$ cat src/rtl/krnl_hll_ctrl_seq_if.sv
// Control/handshake bundle for the HLL kernel sequencer.
// master: the sequencer side (drives handshake results and DMA/sketch controls).
// slave : the control-slave / datapath side (drives start, arguments and completions).
// Optional macro KRNL_HLL_SEQ_CYCLE_CNT_EN adds the run_cycles counter output.
interface krnl_hll_ctrl_seq_if #(
  parameter int ADDR_W   = 64,
  parameter int LEN_W    = 32,
  parameter int NUM_REGS = 1024
`ifdef KRNL_HLL_SEQ_CYCLE_CNT_EN
  , parameter int CNT_W  = 48
`endif
);
  localparam int IDX_W = $clog2(NUM_REGS);

  logic              ap_start;
  logic              ap_idle;
  logic              ap_ready;
  logic              ap_done;
  logic [ADDR_W-1:0] arg_src;
  logic [LEN_W-1:0]  arg_len;
  logic [ADDR_W-1:0] arg_dst;
  logic              hll_clear;
  logic [IDX_W-1:0]  hll_clr_idx;
  logic              rd_start;
  logic [ADDR_W-1:0] rd_addr;
  logic [LEN_W-1:0]  rd_len;
  logic              rd_done;
  logic              flush_req;
  logic              flush_done;
  logic              wr_start;
  logic [ADDR_W-1:0] wr_addr;
  logic              wr_done;
`ifdef KRNL_HLL_SEQ_CYCLE_CNT_EN
  logic [CNT_W-1:0]  run_cycles;
`endif

  modport master (
    input  ap_start, arg_src, arg_len, arg_dst, rd_done, flush_done, wr_done,
    output ap_idle, ap_ready, ap_done, hll_clear, hll_clr_idx,
           rd_start, rd_addr, rd_len, flush_req, wr_start, wr_addr
`ifdef KRNL_HLL_SEQ_CYCLE_CNT_EN
    , output run_cycles
`endif
  );

  modport slave (
    output ap_start, arg_src, arg_len, arg_dst, rd_done, flush_done, wr_done,
    input  ap_idle, ap_ready, ap_done, hll_clear, hll_clr_idx,
           rd_start, rd_addr, rd_len, flush_req, wr_start, wr_addr
`ifdef KRNL_HLL_SEQ_CYCLE_CNT_EN
    , input run_cycles
`endif
  );
endinterface

$ cat src/rtl/krnl_hll_ctrl_seq.sv
// Kernel-level sequencer for the HLL RTL kernel.
// Accepts ap_start with its arguments, then walks the phases
// sketch clear -> read DMA -> pipeline flush -> write DMA, and reports
// ap_idle/ap_ready/ap_done back to the control slave.
// A zero-length run skips the read DMA entirely.
// Optional macro KRNL_HLL_SEQ_CYCLE_CNT_EN adds a saturating run-cycle counter.
module krnl_hll_ctrl_seq #(
  parameter int ADDR_W   = 64,
  parameter int LEN_W    = 32,
  parameter int NUM_REGS = 1024
`ifdef KRNL_HLL_SEQ_CYCLE_CNT_EN
  , parameter int CNT_W  = 48
`endif
) (
  input  logic                aclk,
  input  logic                areset_n,
  input  logic                aclken,
  krnl_hll_ctrl_seq_if.master bus
);
  localparam int IDX_W = $clog2(NUM_REGS);

  localparam logic [2:0] S_IDLE      = 3'd0;
  localparam logic [2:0] S_CLEAR     = 3'd1;
  localparam logic [2:0] S_LAUNCH_RD = 3'd2;
  localparam logic [2:0] S_READ      = 3'd3;
  localparam logic [2:0] S_FLUSH     = 3'd4;
  localparam logic [2:0] S_LAUNCH_WR = 3'd5;
  localparam logic [2:0] S_WRITE     = 3'd6;
  localparam logic [2:0] S_DONE      = 3'd7;

  logic [2:0]        r_state;
  logic [2:0]        w_nextState;
  logic [IDX_W-1:0]  r_clrIdx;
  logic [ADDR_W-1:0] r_srcAddr;
  logic [LEN_W-1:0]  r_len;
  logic [ADDR_W-1:0] r_dstAddr;
  logic              w_accept;
  logic              w_lastClear;

  assign w_accept    = (r_state == S_IDLE) && bus.ap_start && aclken;
  assign w_lastClear = (r_clrIdx == IDX_W'(NUM_REGS - 1));

  // Phase ordering; completion pulses only count in the state that waits for them.
  always_comb begin
    w_nextState = r_state;
    case (r_state)
      S_IDLE:      if (bus.ap_start) w_nextState = S_CLEAR;
      S_CLEAR:     if (w_lastClear) w_nextState = (r_len != '0) ? S_LAUNCH_RD : S_FLUSH;
      S_LAUNCH_RD: w_nextState = S_READ;
      S_READ:      if (bus.rd_done) w_nextState = S_FLUSH;
      S_FLUSH:     if (bus.flush_done) w_nextState = S_LAUNCH_WR;
      S_LAUNCH_WR: w_nextState = S_WRITE;
      S_WRITE:     if (bus.wr_done) w_nextState = S_DONE;
      S_DONE:      w_nextState = S_IDLE;
      default:     w_nextState = S_IDLE;
    endcase
  end

  // State register; a clock-enable low freezes the whole sequence.
  always_ff @(posedge aclk or negedge areset_n) begin
    if (!areset_n) r_state <= S_IDLE;
    else if (aclken) r_state <= w_nextState;
  end

  // Argument snapshot taken only on accept so later bus changes cannot leak in.
  always_ff @(posedge aclk or negedge areset_n) begin
    if (!areset_n) begin
      r_srcAddr <= '0;
      r_len     <= '0;
      r_dstAddr <= '0;
    end else if (w_accept) begin
      r_srcAddr <= bus.arg_src;
      r_len     <= bus.arg_len;
      r_dstAddr <= bus.arg_dst;
    end
  end

  // Sketch register index walked once per enabled cycle during the clear phase.
  always_ff @(posedge aclk or negedge areset_n) begin
    if (!areset_n) r_clrIdx <= '0;
    else if (aclken) begin
      if (w_accept) r_clrIdx <= '0;
      else if (r_state == S_CLEAR) r_clrIdx <= w_lastClear ? '0 : r_clrIdx + IDX_W'(1);
    end
  end

`ifdef KRNL_HLL_SEQ_CYCLE_CNT_EN
  logic [CNT_W-1:0] r_runCycles;

  // Busy-cycle counter: restarts on accept, saturates, and holds while idle.
  always_ff @(posedge aclk or negedge areset_n) begin
    if (!areset_n) r_runCycles <= '0;
    else if (aclken) begin
      if (w_accept) r_runCycles <= '0;
      else if ((r_state != S_IDLE) && (r_runCycles != {CNT_W{1'b1}}))
        r_runCycles <= r_runCycles + CNT_W'(1);
    end
  end

  assign bus.run_cycles = r_runCycles;
`endif

  assign bus.ap_idle     = (r_state == S_IDLE);
  assign bus.ap_ready    = w_accept;
  assign bus.ap_done     = (r_state == S_DONE);
  assign bus.hll_clear   = (r_state == S_CLEAR);
  assign bus.hll_clr_idx = r_clrIdx;
  assign bus.rd_start    = (r_state == S_LAUNCH_RD);
  assign bus.rd_addr     = r_srcAddr;
  assign bus.rd_len      = r_len;
  assign bus.flush_req   = (r_state == S_FLUSH);
  assign bus.wr_start    = (r_state == S_LAUNCH_WR);
  assign bus.wr_addr     = r_dstAddr;
endmodule

$ cat src/flat_wrapper.sv
// flat-port wrapper written by rule: the top's interface ports become plain ports
module krnl_hll_ctrl_seq_flat 
#(
  parameter int ADDR_W   = 64,
  parameter int LEN_W    = 32,
  parameter int NUM_REGS = 1024

)
  (aclk, areset_n, aclken, bus_ap_start, bus_arg_src, bus_arg_len, bus_arg_dst, bus_rd_done, bus_flush_done, bus_wr_done, bus_ap_idle, bus_ap_ready, bus_ap_done, bus_hll_clear, bus_hll_clr_idx, bus_rd_start, bus_rd_addr, bus_rd_len, bus_flush_req, bus_wr_start, bus_wr_addr);
  krnl_hll_ctrl_seq_if #(.ADDR_W(ADDR_W), .LEN_W(LEN_W), .NUM_REGS(NUM_REGS)) bus_i ();
  input  logic aclk;
  input  logic areset_n;
  input  logic aclken;
  input wire logic [$bits(bus_i.ap_start)-1:0] bus_ap_start;
  input wire logic [$bits(bus_i.arg_src)-1:0] bus_arg_src;
  input wire logic [$bits(bus_i.arg_len)-1:0] bus_arg_len;
  input wire logic [$bits(bus_i.arg_dst)-1:0] bus_arg_dst;
  input wire logic [$bits(bus_i.rd_done)-1:0] bus_rd_done;
  input wire logic [$bits(bus_i.flush_done)-1:0] bus_flush_done;
  input wire logic [$bits(bus_i.wr_done)-1:0] bus_wr_done;
  output wire logic [$bits(bus_i.ap_idle)-1:0] bus_ap_idle;
  output wire logic [$bits(bus_i.ap_ready)-1:0] bus_ap_ready;
  output wire logic [$bits(bus_i.ap_done)-1:0] bus_ap_done;
  output wire logic [$bits(bus_i.hll_clear)-1:0] bus_hll_clear;
  output wire logic [$bits(bus_i.hll_clr_idx)-1:0] bus_hll_clr_idx;
  output wire logic [$bits(bus_i.rd_start)-1:0] bus_rd_start;
  output wire logic [$bits(bus_i.rd_addr)-1:0] bus_rd_addr;
  output wire logic [$bits(bus_i.rd_len)-1:0] bus_rd_len;
  output wire logic [$bits(bus_i.flush_req)-1:0] bus_flush_req;
  output wire logic [$bits(bus_i.wr_start)-1:0] bus_wr_start;
  output wire logic [$bits(bus_i.wr_addr)-1:0] bus_wr_addr;
  assign bus_i.ap_start = bus_ap_start;
  assign bus_i.arg_src = bus_arg_src;
  assign bus_i.arg_len = bus_arg_len;
  assign bus_i.arg_dst = bus_arg_dst;
  assign bus_i.rd_done = bus_rd_done;
  assign bus_i.flush_done = bus_flush_done;
  assign bus_i.wr_done = bus_wr_done;
  assign bus_ap_idle = bus_i.ap_idle;
  assign bus_ap_ready = bus_i.ap_ready;
  assign bus_ap_done = bus_i.ap_done;
  assign bus_hll_clear = bus_i.hll_clear;
  assign bus_hll_clr_idx = bus_i.hll_clr_idx;
  assign bus_rd_start = bus_i.rd_start;
  assign bus_rd_addr = bus_i.rd_addr;
  assign bus_rd_len = bus_i.rd_len;
  assign bus_flush_req = bus_i.flush_req;
  assign bus_wr_start = bus_i.wr_start;
  assign bus_wr_addr = bus_i.wr_addr;
  krnl_hll_ctrl_seq #(.ADDR_W(ADDR_W), .LEN_W(LEN_W), .NUM_REGS(NUM_REGS)) u_core (.aclk(aclk), .areset_n(areset_n), .aclken(aclken), .bus(bus_i));
endmodule
$ cat config.mk
export PLATFORM = sky130hd
export DESIGN_NAME = krnl_hll_ctrl_seq_flat
export DESIGN_NICKNAME = d
export VERILOG_FILES = /design/src/rtl/krnl_hll_ctrl_seq_if.sv /design/src/rtl/krnl_hll_ctrl_seq.sv /design/src/flat_wrapper.sv
export SDC_FILE = /design/constraint.sdc
export NUM_CORES = 1
export LEC_CHECK = 0
export BUFFER_PORTS_ARGS = -buffer_cell sky130_fd_sc_hd__buf_2
export CORE_MARGIN = 5
export CORE_UTILIZATION = 40
export DETAILED_ROUTE_END_ITERATION = 8
export GPL_TIMING_DRIVEN = 0
export PLACE_DENSITY = 0.74
export SLEW_MARGIN = 20
export SYNTH_ARGS = -nofsm -noshare
export SYNTH_HDL_FRONTEND = slang
export SYNTH_SLANG_ARGS = --single-unit
$ cat constraint.sdc
create_clock -name aclk -period 1.8 [get_ports aclk]
set_input_delay 0.36 -clock aclk [delete_from_list [all_inputs] [get_ports aclk]]
set_output_delay 0.36 -clock aclk [all_outputs]
set_load 0.005 [all_outputs]
==> results of run 1 <==
logic make-up after synthesis:
kind of cell	after synthesis	synth area share, %
AND/OR/NAND/NOR	540	31.46
flip-flops	173	63.10
buffers and inverters	44	2.736
AO/OA/AOI/OAI	20	1.733
XOR/XNOR	5	0.6383
multiplexers	1	0.1459
adder cells (fa/ha/maj)	1	0.1824
path summary, 6_finish.rpt:
kind | from | end | slack, ns | depth (start not counted)
worst max-delay path | u_core.r_state[1]$_DFFE_PN0P_ | bus_hll_clear | -0.18 | 5
worst min-delay path | bus_arg_dst[37] | u_core.bus.wr_addr[37]$_DFFE_PN0N_ | 0.12 | 3
worst max register to register | u_core.r_state[1]$_DFFE_PN0P_ | u_core.bus.hll_clr_idx[7]$_DFFE_PN0P_ | -0.13 | 6
worst min register to register | u_core.bus.wr_addr[46]$_DFFE_PN0N_ | u_core.bus.wr_addr[46]$_DFFE_PN0N_ | 0.47 | 2
max in group asynchronous | areset_n | u_core.bus.wr_addr[48]$_DFFE_PN0N_ | 0.43 | 3
min in group asynchronous | areset_n | u_core.bus.rd_addr[43]$_DFFE_PN0N_ | 0.52 | 2
power groups by stage:
stage	Combinational (mW)	Clock [mW]	Sequential [mW]
after floorplan	2.14	0	7.04
after global placement	5.17	0	6.89
after detailed placement	5.38	0	6.95
after CTS	5.63	3.78	6.94
after global routing	6.50	3.99	7.22
final	5.77	3.71	6.95
synthesized netlist by cell type, types with 2 or more instances:
cell type / count / share of area (%)
nand2_1: 488 / 27
dfrtp_1: 173 / 63
clkbuf_1: 20 / 1.1
buf_2: 18 / 1.3
nor4_1: 12 / 1.1
nor2_1: 8 / 0.44
nor3_1: 8 / 0.58
a21oi_1: 7 / 0.51
inv_1: 6 / 0.33
o21ai_0: 6 / 0.44
nand3_1: 5 / 0.36
xnor2_1: 5 / 0.64
nand4_1: 4 / 0.36
a31oi_1: 3 / 0.27
nor3b_1: 3 / 0.33
and4_1: 2 / 0.26
or3_1: 2 / 0.18
worst min-delay path, cell delays in order:
cell	delay [ns]
buf_2	0.07
nand2_1	0.04
nand2_1	0.04
state kept, by name (all words and copies together), names as in the netlist:
name,flops
u_core.bus.hll_clr_idx,10
u_core.bus.rd_addr,64
u_core.bus.rd_len,32
u_core.bus.wr_addr,64
u_core.r_state,3
layer usage:
metal / share of wire [%] / wire length, µm / up-vias / GRT usage [%]
met5: 0.057 / 13 / - / 0
met4: 2.4 / 533 / 2 / 8.924
met3: 8.7 / 1961 / 38 / 7.348
met2: 49 / 11160 / 264 / 37.32
met1: 40 / 8941 / 3043 / 27.66
li1: - / - / 3207 / -
placed cells by master, fill, tap and decap left out, types with 2 or more instances in the layout:
master	instances
or3_4	2
nand4_1	4
nand3_1	5
inv_2	2
nor3_2	5
buf_2	340
o21ai_0	5
inv_6	4
or3b_4	2
inv_8	2
clkbuf_16	17
clkbuf_2	3
nor4_1	9
a31oi_1	3
buf_6	22
nand2_1	488
nor4_4	3
and4_1	2
nor3_1	3
inv_1	3
clkinv_4	3
a21oi_2	4
buf_4	20
bufinv_16	2
nor2_1	8
clkbuf_1	2
a21oi_1	3
buf_8	6
nor3b_1	2
xnor2_1	5
dfrtp_1	173
clkbuf_4	2
what timing repair did:
action | 4_1_cts | 5_1_grt
gates resized for setup | 46 | 108
setup buffers | 12 | 3
setup endpoints to repair | 177 | 176
hold buffers | 1 | 0
endpoints found under the hold margin | 84 | 0
pin swaps | 8 | 8
area by class of cell:
| cell class | count | area, µm² |
|---|---|---|
| timing repair buffer | 360 | 1921 |
| sequential | 173 | 4329 |
| multi-input combinational | 567 | 2465 |
| inverter | 6 | 25.02 |
| tap | 220 | 275.3 |
| buffer | 37 | 370.4 |
| clock inverter | 13 | 156.4 |
| fill | 1459 | 6726 |
| clock buffer | 19 | 432.9 |
==> impl_metrics.toml, run 1 <==
[outcome]
status = "complete, but fails checks"
violations = "negative setup slack"

[floorplan]
core_mm2 = 0.01670
start_util_pct = 41.08
die_area_mm2 = 0.01987
row_count = 47
die-width_um = 141.0
ioPinCount = 344
dieHeight_um = 141.0

[yosys]
ys_dominant_reg_cell = "dfrtp_1"
synth_edf_count = 0
syn_nets = 952
yosysWarnings = 0
synthArstFlopShare_pct = 100.0
synthesis.instances = 784
syn_avg_cell_area_um2 = 8.750
ys_types = 31
yosysSeqAreaShare_pct = 63.10
syn_area_mm2 = 0.006860
ys_seq_elements = 173

[pwr]
swShare_pct = 35.57
total_power_mw = 16.43
power_frac_seq_pct = 42.3
power.share.clock_pct = 22.6
p_sw_mw = 5.845
internal-power_mw = 10.59
vdd_drop_max_mv = 0.8046
power_frac_comb_pct = 35.1
leakagePower_nw = 5.797
power_density_mw_per_mm2 = 1647

[grt]
grt_pass1_vias = 6704
grt_usage_pct = 22.63
antenna_found_initial = 1
grt_max_degree = 90
grt_pass1_wl_um = 35490
grt-ovfl-total = 0

[sta]
worst_pin_slew_ns = 0.6656
period_needed_ns = 1.981
drv_slew = 0
skew_ns = 0.01488
timing.hold.ws_ns = 0.1193
tns_ns = -0.6992
setup_slack_ns = -0.1815
fmax_mhz = 504.7
setup_violations = 6
rsz0062_at_grt = "yes"
finalHoldViolCount = 0
min_period_over_period_pct = 110.1
maxSlewHeadroom_pct = 55.62

[setup_path]
arrival_ns = 1.62
cp_common_cell = "buf_6"
crit_path_end_kind = "output port"
slowest_stage = "dfrtp_1"
critPathRequiredTime_ns = 1.44
path_cells = "clkbuf_8 > buf_6 > or3b_4 > inv_2 > buf_6"
critPathKind = "flip-flop to output port"
cp_num_buf_inv = 4
cp_max_fo = 3
cp-start-kind = "flip-flop"
cpPeakStageDelay_ns = 0.40
cpLargestDelayFamily = "buffers and inverters"

[place]
dp_slack_ns = -0.6941
hpwl_um = 16900
port_buffers = 343
dp.cells = 1348
placed_cell_area_mm2 = 0.008890
gp_congestion = 0.8680

[finish]
final_cell_area_mm2 = 0.009975
antenna_cells = 0
final_util_pct = 59.72
final_cells = 1395
areaGrowthSynthToFinish_pct = 45.39
drive_gt1_share_pct = 38.38
finalNetCount = 1330

[detailed_routing]
firstDrtPassIters = 4
detail_route.vias_per_cell = 4.698
ant_nets = 0
routed_wl_um = 22610
num_vias = 6554
post-route-drc-count = 0
drt-initial-drc-count = 328
routedWlPerCell_um = 16.21

[cts]
cts_htree_levels = 4
cts_tree = "built"
cts_buffers = 17
ctsLongestPathBuffers = 2
clock_latency_ns = 0.43
clock_sinks = 173
clk_pin_slew_ns = 0.07
clock-root-buffer = "clkbuf_16"

[min_path]
hp-class = "input port to flip-flop"

[job]
drv_cap = 0
(Power assumes the default switching activity.)
==> run 2: changes to the inputs <==
--- a/config.mk
+++ b/config.mk
@@ -8,9 +8,11 @@
 export BUFFER_PORTS_ARGS = -buffer_cell sky130_fd_sc_hd__buf_2
 export CORE_MARGIN = 5
 export CORE_UTILIZATION = 40
+export CTS_BUF_LIST = sky130_fd_sc_hd__clkbuf_4 sky130_fd_sc_hd__clkbuf_8
+export CTS_CLUSTER_SIZE = 30
 export DETAILED_ROUTE_END_ITERATION = 8
 export GPL_TIMING_DRIVEN = 0
-export PLACE_DENSITY = 0.74
+export PLACE_DENSITY = 0.8
 export SLEW_MARGIN = 20
 export SYNTH_ARGS = -nofsm -noshare
 export SYNTH_HDL_FRONTEND = slang
==> run 2 against run 1 <==
The flow still finishes with violations (negative setup slack); setup slack got worse by 0.014 ns; clock power decreased by 28%; sequential power about the same; hold slack got worse by 0.033 ns; non-clock buffer count increased by 2; routed wire length about the same; clock skew decreased by 0.0014 ns.
==> impl_metrics.toml, run 2 (synthesis results as in run 1) <==
[outcome]
status = "complete, but fails checks"
violations = "negative setup slack"

[finish]
drive_gt1_share_pct = 38.83
final_cells = 1397
nFillCells = 1447
finalNetCount = 1332
final_common_cell = "nand2_1"
areaGrowthSynthToFinish_pct = 43.75
final_util_pct = 59.05
final_cell_mix = "nand2_1, buf_2, dfrtp_1, buf_4, clkbuf_8"
antenna_cells = 0

[pwr]
total_power_mw = 15.46
leakagePower_nw = 5.750
vdd_drop_max_mv = 0.7956
internal-power_mw = 9.613
power_density_mw_per_mm2 = 1568
p_sw_mw = 5.849
power_frac_comb_pct = 37.7
power_frac_seq_pct = 45.0
swShare_pct = 37.83
power.share.clock_pct = 17.2

[setup_path]
startpoint = "u_core.r_state[1]$_DFFE_PN0P_"
crit_end = "bus_ap_ready"
cpPeakStageDelay_ns = 0.43
slowest_stage = "dfrtp_1"
rrSetupSlack_ns = -0.03
path_cells = "buf_8 > nor3b_4 > nand3_4 > inv_2 > buf_8 > buf_6"
cp_num_buf_inv = 4
worst_r2r_endpoint = "u_core.bus.hll_clr_idx[7]$_DFFE_PN0P_"
arrival_ns = 1.64
critPathRequiredTime_ns = 1.44
ff2ff_path_depth = 5
crit_path_end_kind = "output port"
critPathKind = "flip-flop to output port"
r2r_start = "u_core.r_state[2]$_DFFE_PN0P_"
cp_max_fo = 5
cpLargestDelayFamily = "flip-flops"
cp.depth = 6
cp_common_cell = "buf_8"
cp-start-kind = "flip-flop"

[floorplan]
row_count = 47
start_util_pct = 41.08
die_area_mm2 = 0.01987
die-width_um = 141.0
ioPinCount = 344
dieHeight_um = 141.0
core_mm2 = 0.01670

[sta]
setup_slack_ns = -0.1953
rsz0062_at_grt = "yes"
maxSlewHeadroom_pct = 60.97
fmax_mhz = 501.2
finalHoldViolCount = 0
drv_slew = 0
skew_ns = 0.01344
period_needed_ns = 1.995
timing.hold.ws_ns = 0.08672
setup_violations = 7
min_period_over_period_pct = 110.8
worst_pin_slew_ns = 0.5855

[cts]
ctsLongestPathBuffers = 2
clock_sinks = 173
cts_tree = "built"
clk_pin_slew_ns = 0.10
cts_buffers = 17
cts_htree_levels = 4
clock-root-buffer = "clkbuf_8"
clock_latency_ns = 0.45

[place]
dp.cells = 1348
hpwl_um = 16660
port_buffers = 343
gp_congestion = 0.8779
dp_slack_ns = -0.7074

[detailed_routing]
routed_wl_um = 22630
drt-initial-drc-count = 313
detail_route.vias_per_cell = 4.707
firstDrtPassIters = 6
post-route-drc-count = 0
ant_nets = 0
routedWlPerCell_um = 16.20
num_vias = 6575

[min_path]
hold_depth = 3
holdCritStartpoint = "bus_arg_dst[2]"
hp-class = "input port to flip-flop"

[grt]
grt_pass1_wl_um = 35110
grt_pass1_vias = 6589
grt_usage_pct = 22.34
grt-ovfl-total = 0
grt_max_degree = 100
antenna_found_initial = 0

[job]
drv_cap = 0
## run 2: cell types whose count changed in the layout (fill, tap and decap cells not counted), moves of 5 or more
cell	delta
buf_6	-8
buf_8	+9
clkbuf_16	-14
clkbuf_4	+5
clkbuf_8	+17
## run 2: what timing repair did
action                                 in CTS  in global routing
cloned                                      0                  2
setup buffers                              11                  3
setup endpoints to repair                 178                176
endpoints found under the hold margin      74                  0
resized for setup                          78                 68
pin swaps                                   6                 10
hold buffers                                1                  0
## run 2: final cells by class
class	instances	area [µm²]	area share, %
clock buffers	19	255.2	2.588
inverters	6	27.53	0.2791
flip-flops and latches	173	4330	43.91
well taps	220	275.3	2.791
repair buffers	361	1928	19.55
clock inverters	13	122.6	1.243
plain buffers	38	469.2	4.758
multi-input cells	567	2454	24.88
## run 2: worst min path at each step
stage | endpoint | slack (ns)
3_5_place_dp | u_core.bus.rd_addr[63]$_DFFE_PN0N_ | 0.36
6_report | u_core.bus.wr_addr[2]$_DFFE_PN0N_ | 0.09
3_3_place_gp | u_core.bus.rd_addr[36]$_DFFE_PN0N_ | 0.45
5_1_grt | u_core.bus.wr_addr[45]$_DFFE_PN0N_ | 0.04
2_1_floorplan | u_core.bus.hll_clr_idx[0]$_DFFE_PN0P_ | 0.06
4_1_cts | u_core.bus.wr_addr[2]$_DFFE_PN0N_ | 0.04
## run 2: per-layer routing
metal / GRT usage [%] / up-vias / wire [µm]
met4: 4.997 / 0 / 306
li1: - / 3214 / -
met1: 27.07 / 3051 / 8752
met3: 7.856 / 25 / 2165
met2: 38.56 / 285 / 11410
met5: 0 / - / 0
## run 2: stage by stage
| step | instance area, µm² | setup TNS [ns] |
|---|---|---|
| floorplan | 6860 | 0 |
| global placement | 8852 | -469.77 |
| detailed placement | 8890 | -88.25 |
| CTS | 9653 | -1.075 |
| global route | 9862 | -1.947 |
| finish | 9862 | -0.4895 |
## run 2: power by group through the flow
stage | registers (mW) | logic, mW | clock network (mW)
final | 6.96 | 5.83 | 2.67
after global routing | 7.23 | 6.56 | 2.93
after CTS | 6.94 | 5.68 | 2.74
after detailed placement | 6.99 | 5.36 | 0
after global placement | 6.92 | 5.17 | 0
after floorplan | 7.04 | 2.14 | 0
## run 2: worst reg2reg max path, stage by stage (launching register included)
cell	delay, ns
dfrtp_1	0.40
buf_4	0.16
or3b_4	0.40
or3_4	0.35
or3_1	0.33
a21oi_2	0.13
==> run 3: changes to the inputs <==
--- a/config.mk
+++ b/config.mk
@@ -8,7 +8,7 @@
 export BUFFER_PORTS_ARGS = -buffer_cell sky130_fd_sc_hd__buf_2
 export CORE_MARGIN = 5
 export CORE_UTILIZATION = 40
-export CTS_BUF_LIST = sky130_fd_sc_hd__clkbuf_4 sky130_fd_sc_hd__clkbuf_8
+export CTS_BUF_LIST = sky130_fd_sc_hd__clkbuf_16
 export CTS_CLUSTER_SIZE = 30
 export DETAILED_ROUTE_END_ITERATION = 8
 export GPL_TIMING_DRIVEN = 0
==> run 3 against run 2 <==
The run still ends with negative setup slack left; clock skew fell by 0.0026 ns; non-clock buffer count fell by 9; via count fell by 1.2%; register-to-register slack barely moved; largest cell class unchanged.
==> impl_metrics.toml, run 3 (synthesis results as in run 1) <==
[place]
dp.cells = 1348
hpwl_um = 16660
gp_congestion = 0.8779
port_buffers = 343

[setup_path]
rrSetupSlack_ns = -0.03
cp-start-kind = "flip-flop"
cpLargestDelayFamily = "buffers and inverters"
path_cells = "buf_4 > nor3b_4 > nand3_4 > inv_2 > buf_8 > buf_6"
cp_num_buf_inv = 4
startpoint = "u_core.r_state[2]$_DFFE_PN0P_"
crit_path_end_kind = "output port"
cp.depth = 6
arrival_ns = 1.60
r2r_start = "u_core.r_state[2]$_DFFE_PN0P_"
critPathRequiredTime_ns = 1.44
critPathKind = "flip-flop to output port"
worst_r2r_endpoint = "u_core.bus.hll_clr_idx[7]$_DFFE_PN0P_"
cpPeakStageDelay_ns = 0.40
crit_end = "bus_ap_ready"
slowest_stage = "dfrtp_1"
cp_max_fo = 2
ff2ff_path_depth = 5

[sta]
min_period_over_period_pct = 108.8
maxSlewHeadroom_pct = 60.84
skew_ns = 0.01082
fmax_mhz = 510.9
drv_slew = 0
finalHoldViolCount = 0
setup_violations = 5
setup_slack_ns = -0.1575
worst_pin_slew_ns = 0.5874
period_needed_ns = 1.958
rsz0062_at_grt = "yes"

[floorplan]
dieHeight_um = 141.0
start_util_pct = 41.08
ioPinCount = 344
die_area_mm2 = 0.01987
core_mm2 = 0.01670
row_count = 47
die-width_um = 141.0

[cts]
clock_sinks = 173
clk_pin_slew_ns = 0.07
cts_htree_levels = 4
clock_latency_ns = 0.43
cts_tree = "built"
clock-root-buffer = "clkbuf_16"
cts_buffers = 17
ctsLongestPathBuffers = 2

[detailed_routing]
routed_wl_um = 22180
drt-initial-drc-count = 254
detail_route.vias_per_cell = 4.680
num_vias = 6496
post-route-drc-count = 0
firstDrtPassIters = 4
routedWlPerCell_um = 15.98
ant_nets = 0

[pwr]
total_power_mw = 16.11
leakagePower_nw = 5.695
power_density_mw_per_mm2 = 1648
vdd_drop_max_mv = 0.7570

[finish]
final_cell_mix = "nand2_1, buf_2, dfrtp_1, clkbuf_16, clkbuf_4"
final_cells = 1388
final_util_pct = 58.53
multi_input_area_mm2 = 0.002447
final_common_cell = "nand2_1"
antenna_cells = 0
finalNetCount = 1323
nFillCells = 1465
areaGrowthSynthToFinish_pct = 42.48
drive_gt1_share_pct = 37.76
seqCellArea_mm2 = 0.004330

[grt]
antenna_found_initial = 0
grt-ovfl-total = 0
grt_max_degree = 100
grt_usage_pct = 22.13
grt_pass1_vias = 6506
grt_pass1_wl_um = 34700

[min_path]
hp-class = "input port to flip-flop"
hold_depth = 3

[outcome]
violations = "negative setup slack"
status = "complete, but fails checks"

[job]
drv_cap = 0
[run 3: layer usage]
| metal | vias up | routed length, µm | global-route usage, % |
|---|---|---|---|
| met5 | - | 0 | 0 |
| met4 | 0 | 431 | 6.374 |
| met3 | 34 | 2143 | 8.026 |
| met2 | 260 | 11030 | 37.40 |
| met1 | 3015 | 8580 | 26.74 |
| li1 | 3187 | - | - |
[run 3: how the worst min path moves through the flow]
stage / start / to
final: bus_arg_dst[2] / u_core.bus.wr_addr[2]$_DFFE_PN0N_
after global placement: u_core.bus.rd_addr[36]$_DFFE_PN0N_ / u_core.bus.rd_addr[36]$_DFFE_PN0N_
after global routing: bus_arg_dst[45] / u_core.bus.wr_addr[45]$_DFFE_PN0N_
after CTS: bus_arg_dst[2] / u_core.bus.wr_addr[2]$_DFFE_PN0N_
after detailed placement: areset_n / u_core.bus.rd_addr[63]$_DFFE_PN0N_
after floorplan: areset_n / u_core.bus.hll_clr_idx[0]$_DFFE_PN0P_
[run 3: where the power goes]
part	switching, mW	internal [mW]	leakage, nW
Sequential	1.21	5.76	2.18
Clock	1.71	1.83	0.276
Combinational	2.98	2.62	3.24
Total	5.90	10.2	5.70
[run 3: timing repair]
item / 4_1_cts / 5_1_grt
hold buffers: 1 / 0
endpoints found under the setup margin: 177 / 172
setup buffers: 6 / 1
endpoints found under the hold margin: 74 / 0
pin swaps: 6 / 7
resized for setup: 43 / 58
[run 3: tightest hold or removal path: cells and delay by family]
family,cells,cell delay [ns]
AND/OR/NAND/NOR,2,0.08
buffers and inverters,1,0.07
[run 3: cell type report]
type,count,share of cell area (%)
Buffer,38,3.123
Multi-Input combinational cell,567,25.04
Inverter,6,0.2816
Sequential cell,173,44.30
Timing Repair Buffer,352,18.75
Clock buffer,17,4.352
Tap cell,220,2.816
Clock inverter,15,1.331
[run 3: metrics by stage]
stage | hold WS (ns) | instance area [µm²] | setup TNS (ns) | setup slack [ns]
after detailed placement | 0.3642 | 8890 | -88.25 | -0.7074
after CTS | 0.09708 | 9629 | -0.7739 | -0.2228
after global routing | 0.09771 | 9774 | -0.7376 | -0.2205
after global placement | 0.4521 | 8852 | -469.77 | -2.318
final | 0.1171 | 9774 | -0.3310 | -0.1575
after floorplan | 0.06441 | 6860 | 0 | 0.02730
